<file path="config.mk">
export PLATFORM = sky130hd
export DESIGN_NAME = snake_pixel_renderer
export DESIGN_NICKNAME = d
export VERILOG_FILES = /design/src/rtl/snake_pixel_renderer.sv
export SDC_FILE = /design/constraint.sdc
export NUM_CORES = 1
export LEC_CHECK = 0
export BUFFER_PORTS_ARGS = -buffer_cell sky130_fd_sc_hd__buf_4
export CAP_MARGIN = 20
export CORE_ASPECT_RATIO = 0.9
export CORE_MARGIN = 2
export CORE_UTILIZATION = 38
export DETAILED_ROUTE_END_ITERATION = 16
export HOLD_SLACK_MARGIN = 0.15
export PLACE_DENSITY = 0.76
export SETUP_SLACK_MARGIN = 0.15
export SYNTH_ARGS = -nofsm -noshare
export SYNTH_HDL_FRONTEND = slang
export SYNTH_SLANG_ARGS = --single-unit
</file>
<file path="constraint.sdc">
create_clock -name vga_clk -period 1.28 [get_ports vga_clk]
set_input_delay 0.384 -clock vga_clk [delete_from_list [all_inputs] [get_ports vga_clk]]
set_output_delay 0.384 -clock vga_clk [all_outputs]
set_load 0.1 [all_outputs]
</file>
<file path="src/rtl/snake_pixel_renderer.sv">
// -----------------------------------------------------------------------------
// snake_pixel_renderer
//
// Purpose:
//   Final video stage of the snake game. Takes the per-pixel entity code and
//   game status from the game-logic stage and produces 12-bit RGB plus VGA
//   syncs. Sync and blank are delayed so they line up with the entity code,
//   which arrives one cycle after the pixel coordinates. Colour and syncs
//   reach the pins exactly two cycles after x_in/y_in. The background is
//   tinted blue when the game is won. It flashes red when the game is over.
//
// Optional feature (macro SNAKE_SCORE_OVERLAY_EN):
//   When this macro is defined, a three-digit decimal score (tail_count) is
//   drawn in white. It uses a scaled 3x5 font in a box at
//   (SCORE_X0, SCORE_Y0). The binary score is converted to BCD once per
//   frame by a sequential double-dabble FSM. When the macro is undefined,
//   the FSM, the font and the box are absent. All other output is identical
//   to the enabled build.
//
// Ports:
//   vga_clk              pixel clock
//   reset                asynchronous, active-low
//   hsync_in, vsync_in   raw syncs, same cycle as x_in/y_in
//   active_in            visible-pixel flag, same cycle as x_in/y_in
//   x_in, y_in           pixel column / row
//   entity               00 head, 01 fruit, 10 tail, 11 empty
//                        (valid one cycle after x_in/y_in)
//   game_over, game_won  game status levels
//   tail_count           score
//   vga_r/g/b            4-bit colour channels
//   vga_hs, vga_vs       syncs aligned to colour
//   frame_tick           registered one-cycle pulse at the end of the frame
// -----------------------------------------------------------------------------
module snake_pixel_renderer #(
  parameter int   V_ACTIVE   = 480,
  parameter int   FLASH_LOG2 = 4,
  parameter int   SCORE_X0   = 8,
  parameter int   SCORE_Y0   = 8,
  parameter logic SYNC_IDLE  = 1'b1
) (
  input  logic       vga_clk,
  input  logic       reset,
  input  logic       hsync_in,
  input  logic       vsync_in,
  input  logic       active_in,
  input  logic [9:0] x_in,
  input  logic [8:0] y_in,
  input  logic [1:0] entity,
  input  logic       game_over,
  input  logic       game_won,
  input  logic [7:0] tail_count,
  output logic [3:0] vga_r,
  output logic [3:0] vga_g,
  output logic [3:0] vga_b,
  output logic       vga_hs,
  output logic       vga_vs,
  output logic       frame_tick
);

  logic        hs1_d, hs1_q, vs1_d, vs1_q, act1_d, act1_q;
  logic        over1_d, over1_q, won1_d, won1_q;
  logic [11:0] rgb_d, rgb_q;
  logic        hs2_d, hs2_q, vs2_d, vs2_q;
  logic        frame_tick_d, frame_tick_q;
  logic [7:0]  frame_cnt_d, frame_cnt_q;
  logic [11:0] bg_colour;
  logic        glyph_pix;

  // Stage 1 delays the raw pixel attributes so they align with the entity code.
  // The frame counter advances one cycle after the registered tick.
  always_comb begin
    hs1_d        = hsync_in;
    vs1_d        = vsync_in;
    act1_d       = active_in;
    over1_d      = game_over;
    won1_d       = game_won;
    frame_tick_d = (y_in == 9'(V_ACTIVE)) && (x_in == 10'd0);
    frame_cnt_d  = frame_cnt_q + {7'd0, frame_tick_q};
  end

  // Stage 2: a won game overrides a lost one.
  // The game-over tint toggles with one bit of the frame counter.
  always_comb begin
    if (won1_q)
      bg_colour = 12'h006;
    else if (over1_q && frame_cnt_q[FLASH_LOG2])
      bg_colour = 12'h400;
    else
      bg_colour = 12'h000;

    if (!act1_q)
      rgb_d = 12'h000;
    else if (glyph_pix)
      rgb_d = 12'hFFF;
    else begin
      case (entity)
        2'b00:   rgb_d = 12'h0F0;
        2'b01:   rgb_d = 12'hF00;
        2'b10:   rgb_d = 12'h080;
        default: rgb_d = bg_colour;
      endcase
    end
    hs2_d = hs1_q;
    vs2_d = vs1_q;
  end

  always_ff @(posedge vga_clk or negedge reset) begin
    if (!reset) begin
      hs1_q        <= SYNC_IDLE;
      vs1_q        <= SYNC_IDLE;
      act1_q       <= 1'b0;
      over1_q      <= 1'b0;
      won1_q       <= 1'b0;
      rgb_q        <= 12'h000;
      hs2_q        <= SYNC_IDLE;
      vs2_q        <= SYNC_IDLE;
      frame_tick_q <= 1'b0;
      frame_cnt_q  <= 8'd0;
    end else begin
      hs1_q        <= hs1_d;
      vs1_q        <= vs1_d;
      act1_q       <= act1_d;
      over1_q      <= over1_d;
      won1_q       <= won1_d;
      rgb_q        <= rgb_d;
      hs2_q        <= hs2_d;
      vs2_q        <= vs2_d;
      frame_tick_q <= frame_tick_d;
      frame_cnt_q  <= frame_cnt_d;
    end
  end

`ifdef SNAKE_SCORE_OVERLAY_EN
  typedef enum logic [1:0] {ST_IDLE, ST_LOAD, ST_SHIFT, ST_COMMIT} bcd_state_t;

  // Each digit is 12 px wide on a 16 px pitch, so the box is 2*16+12 px wide.
  localparam int BOX_W = 44;
  localparam int BOX_H = 20;

  bcd_state_t  state_d, state_q;
  logic [19:0] shreg_d, shreg_q;
  logic [2:0]  shift_cnt_d, shift_cnt_q;
  logic [11:0] digits_d, digits_q;
  logic [9:0]  x1_d, x1_q;
  logic [8:0]  y1_d, y1_q;
  logic [10:0] dx;
  logic [9:0]  dy;
  logic [3:0]  nib;
  logic [14:0] glyph, glyph_sh;

  // Font rows are packed top to bottom, 3 bits each, with the MSB as the leftmost column.
  function automatic logic [14:0] font_rows(input logic [3:0] d);
    case (d)
      4'd0:    return 15'b111_101_101_101_111;
      4'd1:    return 15'b010_110_010_010_111;
      4'd2:    return 15'b111_001_111_100_111;
      4'd3:    return 15'b111_001_111_001_111;
      4'd4:    return 15'b101_101_111_001_001;
      4'd5:    return 15'b111_100_111_001_111;
      4'd6:    return 15'b111_100_111_101_111;
      4'd7:    return 15'b111_001_001_001_001;
      4'd8:    return 15'b111_101_111_101_111;
      4'd9:    return 15'b111_101_111_001_111;
      default: return 15'd0;
    endcase
  endfunction

  // One double-dabble step: correct the BCD nibbles, then shift in the next binary bit.
  function automatic logic [19:0] dabble_step(input logic [19:0] v);
    logic [19:0] a;
    a = v;
    for (int i = 0; i < 3; i++)
      if (a[8+4*i +: 4] >= 4'd5)
        a[8+4*i +: 4] = a[8+4*i +: 4] + 4'd3;
    return {a[18:0], 1'b0};
  endfunction

  // The BCD conversion starts on the frame tick, so it runs during vblank.
  // Displayed digits change only at COMMIT.
  // A tick that arrives while the FSM is busy is ignored.
  always_comb begin
    state_d     = state_q;
    shreg_d     = shreg_q;
    shift_cnt_d = shift_cnt_q;
    digits_d    = digits_q;
    x1_d        = x_in;
    y1_d        = y_in;
    case (state_q)
      ST_IDLE:   if (frame_tick_q) state_d = ST_LOAD;
      ST_LOAD: begin
        shreg_d     = {12'd0, tail_count};
        shift_cnt_d = 3'd0;
        state_d     = ST_SHIFT;
      end
      ST_SHIFT: begin
        shreg_d     = dabble_step(shreg_q);
        shift_cnt_d = shift_cnt_q + 3'd1;
        if (shift_cnt_q == 3'd7) state_d = ST_COMMIT;
      end
      ST_COMMIT: begin
        digits_d = shreg_q[19:8];
        state_d  = ST_IDLE;
      end
      default:   state_d = ST_IDLE;
    endcase
  end

  // Offsets wrap to large values left of and above the box, so one unsigned compare bounds each axis.
  // The glyph is scaled by 4, so the low two offset bits select nothing.
  always_comb begin
    dx = {1'b0, x1_q} - 11'(SCORE_X0);
    dy = {1'b0, y1_q} - 10'(SCORE_Y0);
    case (dx[5:4])
      2'd0:    nib = digits_q[11:8];
      2'd1:    nib = digits_q[7:4];
      default: nib = digits_q[3:0];
    endcase
    glyph     = font_rows(nib);
    glyph_sh  = glyph << (4'(dy[4:2]) * 4'd3 + 4'(dx[3:2]));
    glyph_pix = (dx < 11'(BOX_W)) && (dy < 10'(BOX_H)) && (dx[3:0] < 4'd12) && glyph_sh[14];
  end

  always_ff @(posedge vga_clk or negedge reset) begin
    if (!reset) begin
      state_q     <= ST_IDLE;
      shreg_q     <= 20'd0;
      shift_cnt_q <= 3'd0;
      digits_q    <= 12'd0;
      x1_q        <= 10'd0;
      y1_q        <= 9'd0;
    end else begin
      state_q     <= state_d;
      shreg_q     <= shreg_d;
      shift_cnt_q <= shift_cnt_d;
      digits_q    <= digits_d;
      x1_q        <= x1_d;
      y1_q        <= y1_d;
    end
  end
`else
  logic unused_score_inputs;
  assign unused_score_inputs = ^tail_count;
  assign glyph_pix           = 1'b0;
`endif

  assign vga_r      = rgb_q[11:8];
  assign vga_g      = rgb_q[7:4];
  assign vga_b      = rgb_q[3:0];
  assign vga_hs     = hs2_q;
  assign vga_vs     = vs2_q;
  assign frame_tick = frame_tick_q;

endmodule

</file>
# After elaboration in Yosys (flattened, before gate mapping)
# Index checks and enable logic that the tools add are counted.
[word_totals]
regBits = 28
latch_bits = 0
mem_bits_rw = 0
mem_bits_ro = 0
in_bits = 36
out_inout_bits = 15
wordCells = 22
memories = 0
[op_classes]
add_sub_neg = 1
mul = 0
div_mod_pow = 0
magnitude_cmp = 0
eq_ne = 3
shifts = 0
mux = 4
n_bitwise = 0
n_reduce_logical = 4
[op_table]
columns = ["op", "n"]
rows = [
  ["12-bit one-hot mux with 3 select lines", 1],
  ["12-bit two-way mux", 2],
  ["11-bit two-way mux", 1],
  ["10-bit zero test", 1],
  ["9-bit == test, second input constant", 1],
  ["8-bit by 1-bit adder with 8-bit output", 1],
  ["2-bit by 1-bit == test with 1-bit output, second input constant", 1],
  ["2-bit == test, second input constant", 1],
  ["1-bit logical AND", 2],
  ["2-bit zero test", 1],
]

# Depth between registers and ports, before layout
# Gate-level depths: netlist of run 1.
[logic_depth]
depth_word = 5
depth_mapped = 4
mapped_depth_nobuf = 4

# Least setup slack after synthesis of run 1
# No wires, ideal clock.
[synth_path]
path_type = "register to output"
from = "register rgb_q[6] (netlist name)"
to = "output port vga_g[1]"
arrival_ns = 1.341
required_time_ns = 0.896
slack_ns = -0.445
path_stages_with_launch = 2
path_buffers = 1
cell_sequence = "dfrtp_1 buf_4"
[synth_rtl]
columns = ["item", "line_no", "source"]
rows = [
  ["end, declared", "53", "output logic [3:0] vga_g,"],
]

# Worst setup path after layout of run 1
[layout_path]
from = "register vs2_q, in the netlist vga_vs"
to = "output port vga_vs"
[layout_rtl]
columns = ["item", "line_no", "source"]
rows = [
  ["start, declared", "63", "logic hs2_d, hs2_q, vs2_d, vs2_q;"],
  ["start signal, assigned", "127", "vs2_q <= vs2_d;"],
  ["end, declared", "56", "output logic vga_vs,"],
]
# No word-level cell between the ends.

==> results of run 1 <==
timing repair:
action	4_1_cts	5_1_grt
setup buffers	1	0
setup endpoints to repair	13	16
hold endpoints to repair	14	0
gates cloned	0	0
hold buffers	1	0
gates resized for setup	39	4
pin swaps	1	2
power groups by stage:
stage | Clock [mW] | Sequential [mW] | Combinational (mW)
final | 0.340 | 0.610 | 0.293
after global routing | 0.378 | 0.613 | 0.305
after CTS | 0.349 | 0.610 | 0.294
after detailed placement | 0 | 0.612 | 0.253
after global placement | 0 | 0.611 | 0.251
after floorplan | 0 | 0.684 | 0.0981
layout make-up:
| type | count | share of cell area (%) |
|---|---|---|
| Multi-Input combinational cell | 23 | 18.4 |
| Sequential cell | 18 | 38.0 |
| Tap cell | 24 | 2.38 |
| Clock buffer | 4 | 2.87 |
| Timing Repair Buffer | 42 | 38.3 |
metal layers:
| layer | up-vias | GRT usage (%) | wire length (um) |
|---|---|---|---|
| met4 | 0 | 14.9 | 56 |
| met2 | 41 | 26.3 | 680 |
| met3 | 6 | 5.41 | 149 |
| li1 | 231 | - | - |
| met5 | - | 0 | 0 |
| met1 | 223 | 14.7 | 474 |
logic make-up (layout without fill, tap and decap cells):
logic type | count (synthesis) | in the layout
XOR/XNOR | 3 | 3
adder cells (fa/ha/maj) | 2 | 2
AO/OA/AOI/OAI | 1 | 1
buffers and inverters | 7 | 46
other | 1 | 2
AND/OR/NAND/NOR | 15 | 15
flip-flops | 18 | 18
state kept, by name, indices dropped and copies added, names as in the netlist:
signal	count
hs1_q	1
won1_q	1
over1_q	1
frame_cnt_q	5
frame_tick	1
vga_vs	1
vs1_q	1
act1_q	1
rgb_q	5
vga_hs	1
worst paths after layout:
kind	from	end	slack [ns]	cells after the start
max in group asynchronous	reset	hs1_q$_DFF_PN1_	0.53	2
min in group asynchronous	reset	rgb_q[2]$_DFF_PN0_	0.50	2
hold reg to reg	hs1_q$_DFF_PN1_	vga_hs$_DFF_PN1_	0.36	0
setup / recovery	vga_vs$_DFF_PN1_	vga_vs	-0.20	1
hold / removal	hsync_in	hs1_q$_DFF_PN1_	0.19	1
setup reg to reg	frame_tick$_DFF_PN0_	frame_cnt_q[2]$_DFF_PN0_	0.07	4
per-stage QoR:
stage	std cells	TNS (ns)
after floorplan	48	0
after global placement	105	0
after detailed placement	105	0
after CTS	111	-1.33
after global routing	111	-1.72
final	111	-1.31
cells in the mapped netlist (all sizes together):
| master | instances |
|---|---|
| nor2 | 2 |
| conb | 1 |
| dfrtp | 14 |
| nand2 | 2 |
| nor4 | 2 |
| xnor2 | 2 |
| nor2b | 2 |
| and4bb | 1 |
| buf | 7 |
| nand3b | 1 |
| dfstp | 4 |
| a21oi | 1 |
| xor2 | 1 |
| nor4b | 2 |
| nand4 | 1 |
| ha | 2 |
| nand3 | 2 |
==> results.yml, run 1 <==
routing:
  via_per_inst: 4.51
  drt-initial-drc-count: 2
  drtPass1Iterations: 2
  ant_nets: 0
  drcViolationCount: 0
  vias: 501
  wl_per_cell_um: 12.3
  wirelength_mm: 1.36
critical_path:
  crit_arrival_ns: 1.09
  worstSetupPathType: "flop to output port"
  crit_buf_inv: 1
  cp-start-kind: "flop"
  critical_path.top_delay_family: "flip-flops"
  worst_path_largest_cell_delay_ns: 0.63
  slowest_stage: "dfstp_4"
  end_kind: "output port"
  crit_path_max_fanout: 1
  cp_cell_sequence: "buf_12"
  cp.required_ns: 0.90
finish:
  final_core_util_pct: 75.1
  multiInputGateArea_um2: 233
  mostFrequentLayoutCells: "27 x buf_4, 13 x buf_12, 8 x dfrtp_1"
  n_antenna_cell: 0
  synthToLayoutAreaGrowth_pct: 84.0
  stdcell_area_mm2: 0.00126
  layout_commonest_cell: "buf_4"
  drive_above_1_share_pct: 74.7
  fin_nets: 126
  seq_area_um2: 480
  fill_cells: 126
grt:
  grt_use_total_pct: 15.4
  antenna_found_initial: 0
  grt_max_degree: 19
  grt-ovfl-total: 0
  first_global_vias: 576
  grt_first_pass_wirelength_mm: 2.35
clock_tree:
  htree_levels: 1
  cts_tree: "done"
  clk_pin_slew_ns: 0.10
  cts_root_buffer: "clkbuf_4"
  clock_sinks: 18
  cts_buffer_depth: 2
  cts_buffers: 3
  clk_latency_ns: 0.29
synth:
  synth_area_um2: 687
  yosysTopAreaCell: "dfrtp_1"
  synthSimpleGateAreaFrac_pct: 17.3
  synth-compound-area-share_pct: 0.729
  synth_xor_xnor_area_share_pct: 3.83
  synthAdderAreaFrac_pct: 3.64
  synth_seq_cells: 18
  synth-warning-count: 0
  ys_types: 17
  syn_inst: 47
  synth_top_area_share_pct: 51.0
  syn_avg_cell_area_um2: 14.6
  ys_seq_area_share_pct: 66.3
  synth_mux_area_share_pct: 0
  synth_area_leaders: "dfrtp_1 51%, dfstp_2 15%, buf_4 7.7%, nor4b_2 4.4%, ha_1 3.6%"
  synth_top_family_by_area: "simple AND/OR/NAND/NOR gates"
placed_design:
  dp_hpwl_um: 939
  gp_congestion: 0.673
  dp_slack_ns: 0.0310
  port_buffers: 40
  placed_area_mm2: 0.00102
power_and_ir_drop:
  sw_frac_of_total_pct: 28.7
  finalPower_mw: 1.24
  power_density_mw_per_mm2: 984
  ir_drop_uv: 769
  p_leak_nw: 0.563
  seqPwrFrac_pct: 49.1
  p_switching_uw: 357
  combPwrFrac_pct: 23.6
  internal-power_uw: 887
  clock_power_share_pct: 27.4
timing:
  hold_viol: 0
  finalCritPeriodShare_pct: 115
  rsz0062_at_grt: "true"
  slew_violations: 0
  whs_ns: 0.192
  skew_ns: 0.000770
  period_needed_ns: 1.48
  max_freq_mhz: 677
  setup_slack_ns: -0.196
  setup_viol: 11
run:
  max-cap-violations: 0
status:
  violations: "negative setup slack"
  outcome: "finished with violations"
floorplanning:
  row_count: 14
  die_w_um: 48.8
  num_io_pins: 51
  design.die.area_mm2: 0.00216
  core-area_mm2: 0.00168
  start_util_pct: 40.8
  die_h_um: 44.3
worst_hold_path:
  hold_class: "input pin to flop"
Power figures use the tool's default switching activity.
==> run 2, diff against run 1 <==
--- a/config.mk
+++ b/config.mk
@@ -12,8 +12,8 @@
 export CORE_UTILIZATION = 38
 export DETAILED_ROUTE_END_ITERATION = 16
 export HOLD_SLACK_MARGIN = 0.15
+export MAX_ROUTING_LAYER = met4
 export PLACE_DENSITY = 0.76
-export SETUP_SLACK_MARGIN = 0.15
 export SYNTH_ARGS = -nofsm -noshare
 export SYNTH_HDL_FRONTEND = slang
 export SYNTH_SLANG_ARGS = --single-unit
==> constraint.sdc (replaced) <==
create_clock -name vga_clk -period 1.65 [get_ports vga_clk]
set_input_delay 0.495 -clock vga_clk [delete_from_list [all_inputs] [get_ports vga_clk]]
set_output_delay 0.495 -clock vga_clk [all_outputs]
set_load 0.1 [all_outputs]
==> results.yml, run 2 (synthesis results as in run 1) <==
clock_tree:
  cts_setup_buffers: 0
  clk_pin_slew_ns: 0.09
  cts_root_buffer: "clkbuf_4"
  cts_tree: "done"
  clock_sinks: 18
  postCtsHoldBufs: 1
  clk_latency_ns: 0.29
  htree_levels: 1
  cts_resized: 0
  cts_buffers: 3
  cts_buffer_depth: 2
timing:
  setup_tns_ns: 0
  max_freq_mhz: 627
  period_needed_ns: 1.60
  setup_viol: 0
  rsz0062_at_grt: "false"
  slew_violations: 0
  whs_ns: 0.306
  finalCritPeriodShare_pct: 96.7
  skew_ns: 0.00193
  hold_viol: 0
grt:
  antenna_found_initial: 0
  grt_max_degree: 19
  grt_use_total_pct: 13.0
  grt_first_pass_wirelength_mm: 1.91
  first_global_vias: 523
  grt-ovfl-total: 0
critical_path:
  end_kind: "output port"
  crit_buf_inv: 1
  crit_arrival_ns: 1.10
  cp.required_ns: 1.15
  cp-start-kind: "flop"
  critical_path.top_delay_family: "flip-flops"
  worstSetupPathType: "flop to output port"
  cp_cell_sequence: "buf_4"
  worst_path_largest_cell_delay_ns: 0.53
  r2r_slack_ns: 0.53
  crit_path_max_fanout: 1
  slowest_stage: "dfstp_2"
floorplanning:
  num_io_pins: 51
  row_count: 14
  core-area_mm2: 0.00168
  start_util_pct: 40.8
  design.die.area_mm2: 0.00216
  die_h_um: 44.3
  die_w_um: 48.8
finish:
  mostFrequentLayoutCells: "40 x buf_4, 10 x dfrtp_1, 4 x dfrtp_2, 4 x dfstp_2, 3 x clkbuf_4"
  fin_nets: 125
  synthToLayoutAreaGrowth_pct: 48.5
  final_core_util_pct: 60.6
  layout_commonest_cell: "buf_4"
  seq_area_um2: 460
  reg_top3: "frame_cnt_q (5), rgb_q (5)"
  fill_cells: 149
  multiInputGateArea_um2: 183
  stdcell_count: 110
  drive_above_1_share_pct: 66.3
  n_antenna_cell: 0
placed_design:
  dp_hpwl_um: 989
  port_buffers: 40
  gp_congestion: 0.725
  dp.cells: 105
routing:
  drcViolationCount: 0
  ant_nets: 0
  wirelength_mm: 1.15
  wl_per_cell_um: 10.5
  drtPass1Iterations: 1
  via_per_inst: 4.49
  vias: 494
  drt-initial-drc-count: 0
power_and_ir_drop:
  p_switching_uw: 262
  p_leak_nw: 0.513
  power_density_mw_per_mm2: 899
  sw_frac_of_total_pct: 28.5
  combPwrFrac_pct: 21.5
  internal-power_uw: 655
  ir_drop_uv: 532
  seqPwrFrac_pct: 50.5
  clock_power_share_pct: 28.0
status:
  outcome: "completed"
run:
  max-cap-violations: 0
worst_hold_path:
  hold_class: "input pin to flop"
[run 2: cell types whose count changed in the layout (fill, tap and decap cells not counted), sizes merged]
cell and delta:
buf -1
[run 2: final cells by class]
type	instances	share of cell area, %
Clock buffer	4	3.56
Tap cell	24	2.94
Multi-Input combinational cell	23	17.9
Timing Repair Buffer	41	30.4
Sequential cell	18	45.2
[run 2: power by group through the flow]
stage	clock, mW	sequential, mW	combinational, mW
after CTS	0.272	0.464	0.199
final	0.256	0.463	0.197
after floorplan	0	0.526	0.0720
after detailed placement	0	0.472	0.198
after global placement	0	0.471	0.195
after global routing	0.286	0.466	0.205
[run 2: path summary, 6_finish.rpt]
kind,start,end,cells past startpoint
max,vga_hs$_DFF_PN1_,vga_hs,1
min,vsync_in,vs1_q$_DFF_PN1_,1
max reg2reg,frame_tick$_DFF_PN0_,frame_cnt_q[4]$_DFF_PN0_,4
min reg2reg,vs1_q$_DFF_PN1_,vga_vs$_DFF_PN1_,0
max in group asynchronous,reset,vga_vs$_DFF_PN1_,2
min in group asynchronous,reset,rgb_q[9]$_DFF_PN0_,2
[run 2: layer usage]
metal	track usage, %	share of wire [%]	vias to the layer above
met2	23.6	51	40
met3	4.05	12	5
met4	12.0	3.8	0
met5	-	0	-
met1	10.7	33	222
li1	-	-	227
[run 2: through the flow]
stage          area, um^2  power [mW]  setup slack (ns)
2_1_floorplan         696       0.598             0.108
3_3_place_gp          973       0.666             0.379
3_5_place_dp          973       0.669             0.372
4_1_cts              1020       0.935            0.0391
5_1_grt              1020       0.956            0.0210
6_report             1020       0.917            0.0544
